## config.mk

```make
export PLATFORM = sky130hd
export DESIGN_NAME = isp_dram_scheduler_flat
export DESIGN_NICKNAME = d
export VERILOG_FILES = /design/src/rtl/isp_dram_if.sv /design/src/rtl/isp_dram_scheduler.sv /design/src/flat_wrapper.sv
export SDC_FILE = /design/constraint.sdc
export NUM_CORES = 1
export LEC_CHECK = 0
export ABC_AREA = 1
export BUFFER_PORTS_ARGS = -buffer_cell sky130_fd_sc_hd__clkbuf_2
export CAP_MARGIN = 20
export CORE_UTILIZATION = 35
export DETAILED_ROUTE_END_ITERATION = 8
export HOLD_SLACK_MARGIN = 0.08
export SETUP_SLACK_MARGIN = 0.15
export SLEW_MARGIN = 20
export SYNTH_ARGS = -nofsm -noshare
export SYNTH_HDL_FRONTEND = slang
export SYNTH_SLANG_ARGS = --single-unit
```

## constraint.sdc

```tcl
create_clock -name clk -period 6.5 [get_ports clk]
set_clock_uncertainty 0.05 [all_clocks]
set_input_delay 0.325 -clock clk [delete_from_list [all_inputs] [get_ports clk]]
set_output_delay 0.325 -clock clk [all_outputs]
set_load 0.02 [all_outputs]
```

## src/rtl/isp_dram_if.sv

```systemverilog
// Command, DRAM (AXI4-style) and datapath signals of the ISP DRAM scheduler.
// The master modport is the scheduler's view; slave is its environment.
interface isp_dram_if;
  logic        in_valid;
  logic [3:0]  in_pic_no;
  logic        in_mode;
  logic [1:0]  in_ratio_mode;
  logic        out_valid;
  logic [7:0]  out_data;
  logic        ar_valid;
  logic        ar_ready;
  logic [31:0] ar_addr;
  logic [7:0]  ar_len;
  logic        r_valid;
  logic        r_last;
  logic        r_ready;
  logic        aw_valid;
  logic        aw_ready;
  logic [31:0] aw_addr;
  logic [7:0]  aw_len;
  logic        w_valid;
  logic        w_ready;
  logic        w_last;
  logic        b_valid;
  logic        b_ready;
  logic        dp_start;
  logic        dp_mode;
  logic [1:0]  dp_ratio;
  logic [1:0]  dp_chan;
  logic        dp_rbeat;
  logic        dp_wvalid;
  logic        dp_wready;
  logic        dp_done;
  logic [7:0]  dp_result;

  modport master (
    input  in_valid, in_pic_no, in_mode, in_ratio_mode,
    input  ar_ready, r_valid, r_last, aw_ready, w_ready, b_valid,
    input  dp_wvalid, dp_done, dp_result,
    output out_valid, out_data,
    output ar_valid, ar_addr, ar_len, r_ready,
    output aw_valid, aw_addr, aw_len, w_valid, w_last, b_ready,
    output dp_start, dp_mode, dp_ratio, dp_chan, dp_rbeat, dp_wready
  );

  modport slave (
    output in_valid, in_pic_no, in_mode, in_ratio_mode,
    output ar_ready, r_valid, r_last, aw_ready, w_ready, b_valid,
    output dp_wvalid, dp_done, dp_result,
    input  out_valid, out_data,
    input  ar_valid, ar_addr, ar_len, r_ready,
    input  aw_valid, aw_addr, aw_len, w_valid, w_last, b_ready,
    input  dp_start, dp_mode, dp_ratio, dp_chan, dp_rbeat, dp_wready
  );
endinterface

```

## src/rtl/isp_dram_scheduler.sv

```systemverilog
// Command-level ISP controller: focus-window reads, exposure read-modify-write
// chunks, datapath handshake and a per-picture focus-result cache.
module isp_dram_scheduler (
  input  logic        clk,
  input  logic        rst_n,
  isp_dram_if.master  bus
);
  localparam logic [31:0] DRAM_BASE   = 32'h0001_0000;
  localparam int unsigned PIC_BYTES   = 3072;
  localparam int unsigned CH_BYTES    = 1024;
  localparam int unsigned FOCUS_OFS   = 416;
  localparam int unsigned FOCUS_BEATS = 12;
  localparam int unsigned CHUNK_BEATS = 16;
  localparam int unsigned NUM_CHUNKS  = 12;

  typedef enum logic [3:0] {
    S_IDLE, S_LOOKUP, S_AR, S_R, S_AW, S_W, S_B, S_WAIT_DP, S_RESP
  } state_e;

  state_e           state_q, state_d;
  logic [3:0]       pic_q, pic_d;
  logic             mode_q, mode_d;
  logic [1:0]       ratio_q, ratio_d;
  logic [1:0]       chan_q, chan_d;
  logic [3:0]       chunk_q, chunk_d;
  logic [7:0]       beat_q, beat_d;
  logic [15:0]      cache_vld_q, cache_vld_d;
  logic [15:0][1:0] cache_val_q, cache_val_d;
  logic             out_valid_q, out_valid_d;
  logic [7:0]       out_data_q, out_data_d;

  logic        cache_hit;
  logic [31:0] pic_base;
  logic [31:0] burst_addr;
  logic [7:0]  burst_len;
  logic        in_w;
  logic        w_hs;

  // Focus bursts walk channels; exposure bursts walk 256-byte chunks.
  assign cache_hit  = ~mode_q & cache_vld_q[pic_q];
  assign pic_base   = DRAM_BASE + 32'(pic_q) * PIC_BYTES;
  assign burst_addr = mode_q ? pic_base + 32'(chunk_q) * (CHUNK_BEATS * 16)
                             : pic_base + 32'(chan_q) * CH_BYTES + FOCUS_OFS;
  assign burst_len  = mode_q ? 8'(CHUNK_BEATS - 1) : 8'(FOCUS_BEATS - 1);
  assign in_w       = (state_q == S_W);
  assign w_hs       = in_w & bus.dp_wvalid & bus.w_ready;

  always_ff @(posedge clk or negedge rst_n) begin
    if (!rst_n) begin
      state_q     <= S_IDLE;
      pic_q       <= '0;
      mode_q      <= 1'b0;
      ratio_q     <= '0;
      chan_q      <= '0;
      chunk_q     <= '0;
      beat_q      <= '0;
      cache_vld_q <= '0;
      cache_val_q <= '0;
      out_valid_q <= 1'b0;
      out_data_q  <= '0;
    end else begin
      state_q     <= state_d;
      pic_q       <= pic_d;
      mode_q      <= mode_d;
      ratio_q     <= ratio_d;
      chan_q      <= chan_d;
      chunk_q     <= chunk_d;
      beat_q      <= beat_d;
      cache_vld_q <= cache_vld_d;
      cache_val_q <= cache_val_d;
      out_valid_q <= out_valid_d;
      out_data_q  <= out_data_d;
    end
  end

  always_comb begin
    state_d      = state_q;
    pic_d        = pic_q;
    mode_d       = mode_q;
    ratio_d      = ratio_q;
    chan_d       = chan_q;
    chunk_d      = chunk_q;
    beat_d       = beat_q;
    cache_vld_d  = cache_vld_q;
    cache_val_d  = cache_val_q;
    out_valid_d  = 1'b0;
    out_data_d   = '0;
    bus.dp_start = 1'b0;
    unique case (state_q)
      S_IDLE: begin
        if (bus.in_valid) begin
          pic_d   = bus.in_pic_no;
          mode_d  = bus.in_mode;
          ratio_d = bus.in_ratio_mode;
          state_d = S_LOOKUP;
        end
      end
      S_LOOKUP: begin
        chan_d  = '0;
        chunk_d = '0;
        beat_d  = '0;
        if (cache_hit) begin
          out_valid_d = 1'b1;
          out_data_d  = {6'b0, cache_val_q[pic_q]};
          state_d     = S_RESP;
        end else begin
          bus.dp_start = 1'b1;
          state_d      = S_AR;
          // Any rescaling exposure changes the pixels a cached focus value was computed from.
          if (mode_q && ratio_q != 2'd2) cache_vld_d[pic_q] = 1'b0;
        end
      end
      S_AR: if (bus.ar_ready) state_d = S_R;
      S_R: begin
        if (bus.r_valid && bus.r_last) begin
          if (mode_q) begin
            state_d = S_AW;
          end else begin
            chan_d  = chan_q + 2'd1;
            state_d = (chan_q == 2'd2) ? S_WAIT_DP : S_AR;
          end
        end
      end
      S_AW: if (bus.aw_ready) state_d = S_W;
      S_W: begin
        if (w_hs) begin
          if (beat_q == 8'(CHUNK_BEATS - 1)) begin
            beat_d  = '0;
            state_d = S_B;
          end else begin
            beat_d = beat_q + 8'd1;
          end
        end
      end
      S_B: begin
        if (bus.b_valid) begin
          chunk_d = chunk_q + 4'd1;
          state_d = (chunk_q == 4'(NUM_CHUNKS - 1)) ? S_WAIT_DP : S_AR;
        end
      end
      S_WAIT_DP: begin
        if (bus.dp_done) begin
          out_valid_d = 1'b1;
          out_data_d  = bus.dp_result;
          state_d     = S_RESP;
          if (!mode_q) begin
            cache_vld_d[pic_q] = 1'b1;
            cache_val_d[pic_q] = bus.dp_result[1:0];
          end
        end
      end
      S_RESP:  state_d = S_IDLE;
      default: state_d = S_IDLE;
    endcase
  end

  // Bus outputs decode the state register only, except the pass-through beat strobes.
  assign bus.ar_valid  = (state_q == S_AR);
  assign bus.ar_addr   = bus.ar_valid ? burst_addr : '0;
  assign bus.ar_len    = bus.ar_valid ? burst_len : '0;
  assign bus.r_ready   = (state_q == S_R);
  assign bus.dp_rbeat  = bus.r_valid & bus.r_ready;
  assign bus.aw_valid  = (state_q == S_AW);
  assign bus.aw_addr   = bus.aw_valid ? burst_addr : '0;
  assign bus.aw_len    = bus.aw_valid ? 8'(CHUNK_BEATS - 1) : '0;
  assign bus.w_valid   = in_w & bus.dp_wvalid;
  assign bus.dp_wready = in_w & bus.w_ready;
  assign bus.w_last    = in_w & (beat_q == 8'(CHUNK_BEATS - 1));
  assign bus.b_ready   = (state_q == S_B);
  assign bus.dp_mode   = mode_q;
  assign bus.dp_ratio  = ratio_q;
  assign bus.dp_chan   = chan_q;
  assign bus.out_valid = out_valid_q;
  assign bus.out_data  = out_data_q;
endmodule

```

## src/flat_wrapper.sv

```systemverilog
// flat-port wrapper written by rule: the top's interface ports become plain ports
module isp_dram_scheduler_flat 
  (clk, rst_n, bus_in_valid, bus_in_pic_no, bus_in_mode, bus_in_ratio_mode, bus_ar_ready, bus_r_valid, bus_r_last, bus_aw_ready, bus_w_ready, bus_b_valid, bus_dp_wvalid, bus_dp_done, bus_dp_result, bus_out_valid, bus_out_data, bus_ar_valid, bus_ar_addr, bus_ar_len, bus_r_ready, bus_aw_valid, bus_aw_addr, bus_aw_len, bus_w_valid, bus_w_last, bus_b_ready, bus_dp_start, bus_dp_mode, bus_dp_ratio, bus_dp_chan, bus_dp_rbeat, bus_dp_wready);
  isp_dram_if bus_i ();
  input  logic clk;
  input  logic rst_n;
  input wire logic [$bits(bus_i.in_valid)-1:0] bus_in_valid;
  input wire logic [$bits(bus_i.in_pic_no)-1:0] bus_in_pic_no;
  input wire logic [$bits(bus_i.in_mode)-1:0] bus_in_mode;
  input wire logic [$bits(bus_i.in_ratio_mode)-1:0] bus_in_ratio_mode;
  input wire logic [$bits(bus_i.ar_ready)-1:0] bus_ar_ready;
  input wire logic [$bits(bus_i.r_valid)-1:0] bus_r_valid;
  input wire logic [$bits(bus_i.r_last)-1:0] bus_r_last;
  input wire logic [$bits(bus_i.aw_ready)-1:0] bus_aw_ready;
  input wire logic [$bits(bus_i.w_ready)-1:0] bus_w_ready;
  input wire logic [$bits(bus_i.b_valid)-1:0] bus_b_valid;
  input wire logic [$bits(bus_i.dp_wvalid)-1:0] bus_dp_wvalid;
  input wire logic [$bits(bus_i.dp_done)-1:0] bus_dp_done;
  input wire logic [$bits(bus_i.dp_result)-1:0] bus_dp_result;
  output wire logic [$bits(bus_i.out_valid)-1:0] bus_out_valid;
  output wire logic [$bits(bus_i.out_data)-1:0] bus_out_data;
  output wire logic [$bits(bus_i.ar_valid)-1:0] bus_ar_valid;
  output wire logic [$bits(bus_i.ar_addr)-1:0] bus_ar_addr;
  output wire logic [$bits(bus_i.ar_len)-1:0] bus_ar_len;
  output wire logic [$bits(bus_i.r_ready)-1:0] bus_r_ready;
  output wire logic [$bits(bus_i.aw_valid)-1:0] bus_aw_valid;
  output wire logic [$bits(bus_i.aw_addr)-1:0] bus_aw_addr;
  output wire logic [$bits(bus_i.aw_len)-1:0] bus_aw_len;
  output wire logic [$bits(bus_i.w_valid)-1:0] bus_w_valid;
  output wire logic [$bits(bus_i.w_last)-1:0] bus_w_last;
  output wire logic [$bits(bus_i.b_ready)-1:0] bus_b_ready;
  output wire logic [$bits(bus_i.dp_start)-1:0] bus_dp_start;
  output wire logic [$bits(bus_i.dp_mode)-1:0] bus_dp_mode;
  output wire logic [$bits(bus_i.dp_ratio)-1:0] bus_dp_ratio;
  output wire logic [$bits(bus_i.dp_chan)-1:0] bus_dp_chan;
  output wire logic [$bits(bus_i.dp_rbeat)-1:0] bus_dp_rbeat;
  output wire logic [$bits(bus_i.dp_wready)-1:0] bus_dp_wready;
  assign bus_i.in_valid = bus_in_valid;
  assign bus_i.in_pic_no = bus_in_pic_no;
  assign bus_i.in_mode = bus_in_mode;
  assign bus_i.in_ratio_mode = bus_in_ratio_mode;
  assign bus_i.ar_ready = bus_ar_ready;
  assign bus_i.r_valid = bus_r_valid;
  assign bus_i.r_last = bus_r_last;
  assign bus_i.aw_ready = bus_aw_ready;
  assign bus_i.w_ready = bus_w_ready;
  assign bus_i.b_valid = bus_b_valid;
  assign bus_i.dp_wvalid = bus_dp_wvalid;
  assign bus_i.dp_done = bus_dp_done;
  assign bus_i.dp_result = bus_dp_result;
  assign bus_out_valid = bus_i.out_valid;
  assign bus_out_data = bus_i.out_data;
  assign bus_ar_valid = bus_i.ar_valid;
  assign bus_ar_addr = bus_i.ar_addr;
  assign bus_ar_len = bus_i.ar_len;
  assign bus_r_ready = bus_i.r_ready;
  assign bus_aw_valid = bus_i.aw_valid;
  assign bus_aw_addr = bus_i.aw_addr;
  assign bus_aw_len = bus_i.aw_len;
  assign bus_w_valid = bus_i.w_valid;
  assign bus_w_last = bus_i.w_last;
  assign bus_b_ready = bus_i.b_ready;
  assign bus_dp_start = bus_i.dp_start;
  assign bus_dp_mode = bus_i.dp_mode;
  assign bus_dp_ratio = bus_i.dp_ratio;
  assign bus_dp_chan = bus_i.dp_chan;
  assign bus_dp_rbeat = bus_i.dp_rbeat;
  assign bus_dp_wready = bus_i.dp_wready;
  isp_dram_scheduler u_core (.clk(clk), .rst_n(rst_n), .bus(bus_i));
endmodule
```

Word level (Yosys, flattened, before mapping) --
Cells that the tools add are included.
Cells by class: add/subtract/negate cells 7, multiply operators 1, div/mod/pow operators 0, $lt $le $gt $ge 2, equal/unequal tests 23, shifts and indexed selects 0, muxes and demuxes 49, bitwise logic cells 10, reductions and logical operators 15
Operators with widths (count):
- $mux W32 | 3
- $add A32 B12 Y32 | 2
- $mux W16 | 4
- $mux W4 | 12
- $add A32 B9 Y32 const B | 1
- $bwmux W32 | 1
- $mux W8 | 4
- $pmux W16 S2 | 1
- $pmux W4 S8 | 1
- $pmux W8 S2 | 2
- $ne A2 B2 Y1 const B | 12
- $add A17 B16 Y18 const A | 1
- $and A16 B16 Y16 | 1
- $eq A4 B3 Y1 const B | 4
- $not A16 Y16 | 1
- $or A16 B16 Y16 | 1
- $mux W2 | 5
- $mux W3 | 3
- $add A8 B1 Y8 const B | 1
- $bmux W2 S4 | 1
- $demux W2 S4 | 1
- $eq A4 B2 Y1 const B | 2
- $eq A8 B4 Y1 const B | 1
- $pmux W4 S2 | 1
- other kinds (23) | 41
Word-level totals: bits in registers 82, bits in latches 0, memory bits (writable) 0, memory bits (read-only) 0, bits of input ports 26, output and inout bits 103, word-level logic and storage cells 133, memories kept 0

Depth between registers and ports, before layout --
depth in word-level cells 9, depth in mapped cells 14, mapped depth without buffers 12

Worst setup path before layout --
Ideal clock, no wire load.
path kind flip-flop to output port, from register u_core.pic_q[0], to output port bus_ar_addr[14], arrival time 2391 ps, data required time 6125 ps, slack 3734 ps, stages on the path, launching flop included 12, path buffers 2, cell sequence dfrtp_1 buf_2 inv_2 buf_2 ha_1 inv_1 fa_1 mux2i_1 nand2_1 nor2_1 xnor2_1 nor2_1
Between the ends: longest elaborated chain between the ends 6, elaborated cells between the ends (all ways) 7, classes of those cells add/sub (4); mul (1); mux (2)
Ends and longest elaborated chain:
- from (decl) | RTL line isp_dram_scheduler.sv:21 | logic [3:0] pic_q, pic_d;
- from (signal assigned) | RTL line isp_dram_scheduler.sv:63 | pic_q <= pic_d;
- $mul A4 B2 Y6 (*) | RTL line isp_dram_scheduler.sv:41 | assign pic_base = DRAM_BASE + 32'(pic_q) * PIC_BYTES;
- $add A17 B16 Y18 (*) | RTL line isp_dram_scheduler.sv:41
- $add A32 B12 Y32 | RTL line isp_dram_scheduler.sv:43 | : pic_base + 32'(chan_q) * CH_BYTES + FOCUS_OFS;
- $add A32 B9 Y32 | RTL line isp_dram_scheduler.sv:43
- $mux W32 (*) | RTL line isp_dram_scheduler.sv:42 | assign burst_addr = mode_q ? pic_base + 32'(chunk_q) * (CHUNK_BEATS * 16)
- $mux W32 (*) | RTL line isp_dram_scheduler.sv:159 | assign bus.ar_addr = bus.ar_valid ? burst_addr : '0;
- to (decl) | RTL line flat_wrapper.sv:23 | output wire logic [$bits(bus_i.ar_addr)-1:0] bus_ar_addr;
Every way passes the cells marked *; elsewhere a longest branch is shown, timed or not.

Final worst setup path --
from register u_core.pic_q[0], to output port bus_ar_addr[16]
The elaborated chain is that of the path after synthesis.

==> results.yml <==
status:
  status: "complete, no violations"
power_and_ir_drop:
  p_leak_nw: 2.79
  design_power_total_mw: 2.34
  peakVddDrop_uv: 279
  powerDensity_nw_per_um2: 419
timing:
  maxSlewViolCount: 0
  relSlewSlack_pct: 39.1
  timing.fmax_mhz: 252
  finalCritPeriodShare_pct: 61.0
  hold_viol_final: 0
  rsz0062_at_grt: "false"
  setup_tns_ns: 0
  finalWorstSetupSlack_ns: 2.53
  setup_viol: 0
  period_needed_ns: 3.97
  hold_ws_ns: 0.131
  worst_pin_slew_ns: 0.914
synth:
  ys_async_sr_fraction_pct: 100
  syn_avg_cell_area_sq_um: 7.74
  synth_warnings: 0
  synth_top_flop_cell: "dfrtp_1"
  yosysUniqueCellTypes: 37
  yosysSeqAreaShare_pct: 41.1
  synth_seq_cells: 82
  synthCells: 645
  syn_area_sq_um: 4990
  synth-edff-count: 0
floorplanning:
  die-width_um: 121
  start_util_pct: 36.0
  die_area_sq_um: 14700
  fp.coreArea_sq_um: 13900
  placementRows: 43
  ios: 129
  die_h_um: 121
critical_path:
  crit_path_start: "u_core.pic_q[0]"
  r2r-start: "u_core.pic_q[0]"
  end_kind: "primary output"
  worstPathCellList: "inv_2, ha_1, inv_1, fa_1, mux2i_1, nand2_1, nor2_1, nand3_1, nand2_1, inv_1, clkbuf_2"
  required_ns: 6.12
  r2r_cells: 10
  arrival_ns: 3.59
  start_kind: "flip-flop"
  path_max_fanout: 29
  slowest_stage: "dfrtp_1"
  worst-path-buf-inv: 4
  reg2reg_to: "u_core.bus.out_data[0]"
  criticalPathCategory: "reg -> out"
  reg2reg_slack_ns: 3.94
  cp_top_family: "flip-flops"
  max_stage_delay_ns: 0.94
  crit_cells: 11
  endpoint: "bus_ar_addr[16]"
cts:
  cts_tree: "done"
  clk_pin_slew_ns: 0.06
  cts_sinks: 82
  htreeDepth: 3
  clk_latency_ns: 0.34
  cts.path.max_buffers: 2
  numCtsBuffers: 9
  root_buffer: "clkbuf_16"
  cts_resized: 0
flow_run:
  maxCapViolCount: 0
placement:
  dpl-instance-area_sq_um: 5280
  port_buffers: 80
  place_ws_ns: 2.89
  gp_congestion: 0.891
  place_hpwl_mm: 8.58
  dp_cells: 877
grt:
  grt_pass1_wl_mm: 19.6
  grt_antenna_before_repair: 0
  grt_pass1_vias: 3862
  grt_use_total_pct: 17.1
  grt_start_max_net_pins: 83
  grt_overflow: 0
  met1_usage_pct: 23.6
  met2_usage_pct: 26.8
  top_usage_layer: "met2"
  grt_use_met3_pct: 3.95
hold_path:
  hp-class: "in -> reg"
  holdPathStages: 3
route:
  via_per_inst: 4.67
  vias: 4164
  drt_iter0_drc: 277
  drc: 0
  detail-route-antenna-nets: 0
  wire_per_inst_um: 13.3
  totalWireLength_mm: 11.8
  dr.pass1.iters: 5
cells_and_area:
  syn_to_final_growth_pct: 12.1
  final_nets: 756
  final_cells: 892
  diodes: 0
  utilization_pct: 40.3
  final.fill_count: 1486
  stdcell_area_sq_um: 5600
  layout-drive-gt1-share_pct: 14.7
## cells in the final DEF (no fill, tap or decap), types with 8 or more instances in the layout
master     count
nand3_1       59
o21ai_0       65
o21ai_1        8
inv_1         64
nor3_1        20
dfrtp_1       82
nand2_1      124
a21oi_1       18
clkbuf_16      9
ha_1          18
clkbuf_2      79
conb_1        48
nor2_1        64
## cell type report
type	instances	area (sq um)	share of cell area, %
well taps	180	225	4.02
clock buffers	11	243	4.34
clock inverters	3	65.1	1.16
flip-flops and latches	82	2050	36.7
repair buffers	81	417	7.44
inverters	69	259	4.63
multi-input cells	466	2340	41.8
## kinds of logic (layout without fill, tap and decap cells)
| group | count (synthesis) | after routing | synth area share, % |
|---|---|---|---|
| other | 1 | 48 | 0.0751 |
| and+or+nand+nor | 281 | 281 | 24.5 |
| muxes | 3 | 3 | 0.626 |
| buffers and inverters | 144 | 164 | 15.6 |
| xor gates and xnor gates | 6 | 6 | 1.05 |
| AOI/OAI and AO/OA | 107 | 107 | 11.4 |
| DFF | 82 | 82 | 41.1 |
| adders and majority gates | 21 | 21 | 5.71 |
## worst min path at each step
stage	from	endpoint
final	bus_dp_result[4]	u_core.bus.out_data[4]
after CTS	bus_dp_result[4]	u_core.bus.out_data[4]
after global placement	u_core.cache_val_q[28]	u_core.cache_val_q[28]
after floorplan	rst_n	asynchronous set/reset pin
after detailed placement	u_core.cache_val_q[28]	u_core.cache_val_q[28]
after global routing	bus_dp_result[5]	u_core.bus.out_data[5]
## power breakdown
group	switching, mW	internal (mW)	total (mW)
clock	0.198	0.342	0.541
sequential	0.126	0.609	0.734
combinational	0.736	0.332	1.07
## worst min-delay path: cells and delay by family
kind          cells  cell delay (ns)
simple gates      2             0.09
buf+inv           1             0.08
## cell usage after synthesis (2+ instances only)
| library cell | n | share of area [%] |
|---|---|---|
| inv_2 | 3 | 0.23 |
| dfrtp_1 | 82 | 41 |
| a31oi_1 | 3 | 0.38 |
| inv_1 | 64 | 4.8 |
| xnor2_1 | 4 | 0.70 |
| nand3_1 | 59 | 5.9 |
| nor3b_1 | 2 | 0.30 |
| ha_1 | 18 | 4.5 |
| nor3_2 | 4 | 0.80 |
| nor3_1 | 20 | 2.0 |
| nor2_2 | 2 | 0.25 |
| o21ai_0 | 65 | 6.5 |
| nand4_1 | 2 | 0.25 |
| xor2_1 | 2 | 0.35 |
| nor2_1 | 64 | 4.8 |
| a21oi_1 | 18 | 1.8 |
| buf_4 | 58 | 8.7 |
| clkinv_1 | 2 | 0.15 |
| buf_6 | 2 | 0.45 |
| o211ai_1 | 4 | 0.60 |
| buf_2 | 6 | 0.60 |
| o22ai_1 | 4 | 0.50 |
| clkbuf_1 | 9 | 0.68 |
| mux2i_1 | 2 | 0.40 |
| o21ai_1 | 8 | 0.80 |
| nand2_1 | 124 | 9.3 |
| fa_1 | 3 | 1.2 |
| o21a_1 | 2 | 0.30 |
## per-layer routing
metal | routed length [um] | share of wire [%]
met5 | 0 | 0
met4 | 93 | 0.79
met3 | 482 | 4.1
met2 | 5510 | 47
met1 | 5740 | 49
## repair_timing
item,CTS,global route
hold buffers,0,1
endpoints found under the hold margin,0,82
setup endpoints to repair,0,0
buffers inserted,0,0
Note: power is estimated with default switching activity, not from simulation.
